### src/rtl/reg_file_sb.sv
// reg_file_sb: parametrised integer register file with a pending-write scoreboard.
// Define REG_FILE_BYPASS_EN to forward same-cycle write-back data to the read ports.
module reg_file_sb #(
  parameter int REG_DATA_WIDTH_POW = 6,
  parameter int REG_MEM_DEPTH_POW  = 5,
  parameter int NUM_READ_PORTS     = 2,
  localparam int REG_DATA_WIDTH    = 32'd1 << REG_DATA_WIDTH_POW,
  localparam int REG_MEM_DEPTH     = 32'd1 << REG_MEM_DEPTH_POW
) (
  input  logic                                        clk_in,
  input  logic                                        rst_in,
  input  logic [NUM_READ_PORTS*REG_MEM_DEPTH_POW-1:0] rs_in,
  output logic [NUM_READ_PORTS*REG_DATA_WIDTH-1:0]    reg_data_out,
  output logic [NUM_READ_PORTS-1:0]                   rs_busy_out,
  input  logic [REG_MEM_DEPTH_POW-1:0]                rd_in,
  input  logic [REG_DATA_WIDTH-1:0]                   data_write,
  input  logic                                        write_en,
  input  logic [REG_MEM_DEPTH_POW-1:0]                issue_rd_in,
  input  logic                                        issue_en,
  input  logic                                        flush_in
);

  logic [REG_DATA_WIDTH-1:0] regs_r [REG_MEM_DEPTH];
  logic [REG_MEM_DEPTH-1:0]  busy_r;
  logic [REG_MEM_DEPTH-1:0]  busy_nxt_s;
  logic                      wr_hit_s;
  logic                      iss_hit_s;

  assign wr_hit_s  = write_en & (rd_in != '0);
  assign iss_hit_s = issue_en & (issue_rd_in != '0);

  // Architectural registers; x0 is never written so it holds its reset value of zero.
  always_ff @(posedge clk_in or posedge rst_in) begin
    if (rst_in) begin
      for (int i = 0; i < REG_MEM_DEPTH; i++) begin
        regs_r[i] <= '0;
      end
    end else if (wr_hit_s) begin
      regs_r[rd_in] <= data_write;
    end
  end

  // Scoreboard next state: flush clears everything, an issue overrides a same-register write-back.
  always_comb begin
    busy_nxt_s = busy_r;
    if (flush_in) begin
      busy_nxt_s = '0;
    end else begin
      if (wr_hit_s) begin
        busy_nxt_s[rd_in] = 1'b0;
      end else begin
        busy_nxt_s = busy_nxt_s;
      end
      if (iss_hit_s) begin
        busy_nxt_s[issue_rd_in] = 1'b1;
      end else begin
        busy_nxt_s = busy_nxt_s;
      end
    end
    busy_nxt_s[0] = 1'b0;
  end

  // Scoreboard register.
  always_ff @(posedge clk_in or posedge rst_in) begin
    if (rst_in) begin
      busy_r <= '0;
    end else begin
      busy_r <= busy_nxt_s;
    end
  end

  // Read ports; reset zeroes the array, so outputs are zero while reset is held.
  always_comb begin
    logic [REG_MEM_DEPTH_POW-1:0] addr_v;
    logic                         nz_v;
    logic                         byp_v;
    reg_data_out = '0;
    rs_busy_out  = '0;
    for (int p = 0; p < NUM_READ_PORTS; p++) begin
      addr_v = rs_in[p*REG_MEM_DEPTH_POW +: REG_MEM_DEPTH_POW];
      nz_v   = (addr_v != '0);
`ifdef REG_FILE_BYPASS_EN
      byp_v  = wr_hit_s & ~rst_in & (addr_v == rd_in);
      reg_data_out[p*REG_DATA_WIDTH +: REG_DATA_WIDTH] =
        byp_v ? data_write : (nz_v ? regs_r[addr_v] : '0);
      rs_busy_out[p] = ~byp_v & nz_v & busy_r[addr_v];
`else
      byp_v  = 1'b0;
      reg_data_out[p*REG_DATA_WIDTH +: REG_DATA_WIDTH] = nz_v ? regs_r[addr_v] : '0;
      rs_busy_out[p] = ~byp_v & nz_v & busy_r[addr_v];
`endif
    end
  end

endmodule
### config.mk
export PLATFORM = sky130hd
export DESIGN_NAME = reg_file_sb
export DESIGN_NICKNAME = d
export VERILOG_FILES = /design/src/rtl/reg_file_sb.sv
export SDC_FILE = /design/constraint.sdc
export NUM_CORES = 2
export LEC_CHECK = 0
export CAP_MARGIN = 10
export CORE_ASPECT_RATIO = 0.5
export CORE_MARGIN = 2
export CORE_UTILIZATION = 50
export CTS_BUF_LIST = sky130_fd_sc_hd__clkbuf_8
export CTS_CLUSTER_SIZE = 10
export DETAILED_ROUTE_END_ITERATION = 10
export PLACE_DENSITY = 0.75
export SYNTH_ARGS = -nofsm -noshare
export SYNTH_HDL_FRONTEND = slang
export SYNTH_SLANG_ARGS = --single-unit
### constraint.sdc
create_clock -name clk_in -period 83.3 [get_ports clk_in]
set_clock_uncertainty 0.05 [all_clocks]
set_input_delay 16.66 -clock clk_in [delete_from_list [all_inputs] [get_ports clk_in]]
set_output_delay 16.66 -clock clk_in [all_outputs]
set_load 0.01 [all_outputs]
# Word-level counts from Yosys, hierarchy flattened
# Cells that the tools add are included.
dict set report word_totals {
  reg_bits 2079
  inputBits 89
  output_inout_bits 130
  elab_cells 83
}
dict set report classes {
  order_cmp 10
  n_mux 23
  bitwise 10
  reduce_logical 7
}
# operator count
set ops {}
lappend ops {{$bwmux W2048} 1}
lappend ops {{$bmux W64 S5} 2}
lappend ops {{$mux W64} 7}
lappend ops {{$demux W64 S5} 1}
lappend ops {{$mux W32} 4}
lappend ops {{$and A32 B32 Y32} 1}
lappend ops {{$not A32 Y32} 1}
lappend ops {{$or A32 B32 Y32} 1}
lappend ops {{$lt A5 B6 Y1 const B} 4}
lappend ops {{$reduce_bool A5 Y1} 4}
lappend ops {{$ge A6 B6 Y1 const B} 3}
lappend ops {{$not A5 Y6} 3}
lappend ops {{$bmux W1 S5} 2}
lappend ops {{$demux W1 S5} 2}
lappend ops {{$ge A5 B1 Y1 const B} 2}
lappend ops {{$lt A6 B1 Y1 const B} 1}
lappend ops {{$and A1 B1 Y1} 4}
lappend ops {{$mux W1} 4}
lappend ops {{$logic_and A1 B1 Y1} 3}

# Longest topological paths before layout
dict set report depth {
  depth_word 11
  mapped_depth 9
  ltp_nobuf 4
}

# Worst setup path after synthesis
# No wires, ideal clock.
dict set report synth_timing {
  path_kind {input to output}
  startpoint {in rs_in[6]}
  endpoint {out reg_data_out[106]}
  arrival_ps 18473
  setup_slack_ps 48117
  cell_stages 6
  path_buffers 3
  path_cell_list {buf_2 -> buf_1 -> buf_1 -> mux4_2 -> mux4_2 -> a21o_1}
}
dict set report synth_via {
  elab_chain_len 5
  word_cells_on_any_way 6
  cone_classes {mux (4); bitwise (1); reduce/logical (1)}
}
# element line_no
set synth_rtl {}
lappend synth_rtl {{start, declared} 12} ;# input logic [NUM_READ_PORTS*REG_MEM_DEPTH_POW-1:0] rs_in,
lappend synth_rtl {{$not A5 Y6 (not written as such)} 89} ;# reg_data_out[p*REG_DATA_WIDTH +: REG_DATA_WIDTH] = nz_v ? regs_r[addr_v] : '0;
lappend synth_rtl {{$bmux W64 S5} 89}
lappend synth_rtl {{$mux W64 (not written as such) (2 in series)} 89}
lappend synth_rtl {{$mux W64 *} 89}
lappend synth_rtl {{end, declared} 13} ;# output logic [NUM_READ_PORTS*REG_DATA_WIDTH-1:0] reg_data_out,
# Every way passes the cells marked *; elsewhere a longest branch is shown, timed or not. The select of a mux whose other input is x is not followed.

# Worst setup path after layout
dict set report layout_timing {
  startpoint {in rs_in[5]}
  endpoint {out reg_data_out[92]}
}
# The elaborated chain is that of the path after synthesis.

==> impl_metrics.tcl <==
set metrics [dict create \
    tritoncts "built" \
    synthFlopType "dfrtp_1" \
    area_delta_synth_final_pct 9.21 \
    cp.required_ns 66.59 \
    power_w 0.00283 \
    async_flop_share 1.00 \
    clk_latency_ns 0.92 \
    cap_violations 0 \
    crit_fanout 66 \
    synth_edf_count 0 \
    final_common_cell "dfrtp_1" \
    grt_antenna_before_repair 18 \
    ir_worst_vdd_uv 12.1 \
    grt_max_degree 159 \
    yosysUniqueCellTypes 48 \
    start_kind "primary input" \
    path_common_cell "buf_4" \
    grt_util_met2 0.454 \
    totalWireLength_um 324000 \
    synth_area_per_cell_um2 15.9 \
    grt_first_pass_wirelength_um 479000 \
    endpoint_kind "output port" \
    crit_arrival_ns 22.06 \
    wl_per_cell_um 32.8 \
    met3_usage 0.0616 \
    leakage_nw 52.2 \
    pin_count 219 \
    cts_buffers 318 \
    setup_slack_ns 44.53 \
    h-tree-depth 5 \
    vias 67700 \
    hold_buffers 0 \
    critPathKind "primary input to output port" \
    tns_ns 0 \
    combPwrFrac 0.215 \
    synth_nets 6984 \
    period_needed_ns 38.77 \
    seqPwrFrac 0.471 \
    power_density_nw_per_um2 23.6 \
    internal-power_w 0.00205 \
    clockPowerShare 0.313 \
    postCtsSetupBuffers 0 \
    ys_seq_area_frac 0.474 \
    drtIter0Drc 7477 \
    cts.repair.resized 0 \
    rsz0062_at_grt "false" \
    fp.dieH_um 335 \
    final_cell_mix "dfrtp_1 (2079), mux2_2 (2078), mux4_2 (1130)" \
    finalSetupViolations 0 \
    drc 0 \
    swShare 0.275 \
    clk_pin_slew_ns 0.06 \
    drv_slew 0 \
    ys_ff_latch 2079 \
    p_sw_w 0.000780 \
    max_freq_mhz 25.8 \
    first_pass_iters 5 \
    detail-route-antenna-nets 0 \
    dpl.hpwl_um 175000 \
    relSlewSlack 0.156 \
    grt_use_total 0.291 \
    status "completed" \
    initial_utilization 0.504 \
    use_met1 0.403 \
    netlist_area_um2 110000 \
    grt_pass1_vias 69500 \
    clock_sinks 2079 \
    rows 121 \
    die_x_um 667 \
    hold_path.class "flip-flop to flip-flop" \
    coreArea_um2 218000 \
    busiest_layer "met2" \
    max_stage_delay_ns 0.75 \
    io_buffers 218 \
    viasPerCell 6.86 \
    path_cells "buf_8 > buf_4 > buf_4 > buf_4 > buf_4 > mux4_2 > mux2_2 > a221oi_1 > a211oi_1 > clkdlybuf4s50_1" \
    ys.warnings.count 0 \
    finalHoldViolCount 0 \
    slowest_stage "buf_4" \
    netlist_instances 6895 \
    cts_root_buffer "clkbuf_8" \
    max-clock-path-buffers 4 \
    min_period_over_period 0.465 \
    tightest_slew_ns 1.27 \
    drive_gt1_frac 0.552 \
    grt-ovfl-total 0 \
    layout.nets 6834 \
    dieArea_um2 224000 \
    post-place-ws_ns 44.34 \
    finalWeightedCongestion 0.814 \
]
## final timing paths
path	start	end	slack (ns)	depth (start not counted)
setup / recovery	rs_in[5]	reg_data_out[92]	44.53	10
hold / removal	regs_r[2045]	regs_r[2045]	0.33	0
setup reg to reg	regs_r[31]	regs_r[31]	82.43	1
hold reg to reg	regs_r[2045]	regs_r[2045]	0.33	0
max in group asynchronous	rst_in	regs_r[1790]	62.44	7
min in group asynchronous	rst_in	regs_r[971]	16.20	2
## worst max-delay path: cells and delay by family
| family | cells | cell delay, ns |
|---|---|---|
| AO/OA/AOI/OAI | 2 | 0.82 |
| buffers and inverters | 6 | 3.94 |
| multiplexers | 2 | 0.52 |
## kinds of logic (layout without fill, tap and decap cells)
kind of cell           after synthesis  after routing  share of synthesized area
flip-flops                        2079           2079                      0.474
buffers and inverters              829            915                     0.0345
other                                0              8                          0
AO/OA/AOI/OAI                      327            327                     0.0207
multiplexers                      3363           3363                      0.459
AND/OR/NAND/NOR                    297            297                     0.0120
## sequential cells by signal (all words and copies together) (netlist names)
| name | count |
|---|---|
| busy_r | 31 |
| regs_r | 2048 |
## through the flow
stage               std cells  hold WS [ns]   util  instance area [um2]
floorplan                6895         0.375      -               110000
global placement         9314         0.311  0.520               113000
detailed placement       9314         0.313  0.520               113000
CTS                      9870         0.327  0.550               120000
global route             9877         0.332  0.550               120000
finish                   9879         0.330  0.550               120000
## routing by layer
metal	share of wire	vias up
met1	0.40	37100
met3	0.088	712
met5	0.00026	-
met2	0.47	3351
met4	0.040	14
li1	-	26500
## power by group through the flow
stage               Combinational, W  Sequential, W  Clock [W]
floorplan                   0.000481        0.00131          0
global placement            0.000596        0.00133          0
detailed placement          0.000611        0.00135          0
CTS                         0.000613        0.00133   0.000897
global route                0.000649        0.00136   0.000944
finish                      0.000610        0.00134   0.000888
## synthesized netlist by cell type (4+ instances only)
cell / instances / area, um2
a21oi_1: 13 / 65.1
clkbuf_1: 421 / 1580
o221ai_1: 8 / 70.1
nor3_1: 10 / 50.1
o21ai_0: 10 / 50.1
o21ai_1: 4 / 20.0
nand3_1: 15 / 75.1
mux2i_1: 155 / 1550
buf_6: 22 / 248
a31oi_1: 59 / 369
buf_2: 288 / 1440
a221o_1: 4 / 40.0
a32oi_1: 4 / 35.0
dfrtp_1: 2079 / 52000
o22ai_1: 70 / 438
nand2b_1: 18 / 113
a21o_1: 44 / 330
or2_1: 6 / 37.5
inv_1: 5 / 18.8
mux2_2: 2078 / 23400
mux4_2: 1130 / 25400
a211oi_1: 10 / 75.1
buf_4: 41 / 308
a22oi_1: 87 / 653
nor2_1: 103 / 387
nor2b_1: 11 / 68.8
and3_1: 4 / 25.0
a211o_1: 4 / 35.0
nand2_1: 111 / 417
and2_1: 4 / 25.0
buf_1: 51 / 191
## area by class of cell
type | count | area, um2
flip-flops and latches | 2079 | 52000
multi-input cells | 3987 | 54300
clock inverters | 152 | 977
well taps | 2890 | 3620
clock buffers | 404 | 5560
repair buffers | 353 | 3370
diodes | 8 | 20.0
fillers | 17100 | 98100
inverters | 6 | 35.0
Power figures use the tool's default switching activity.
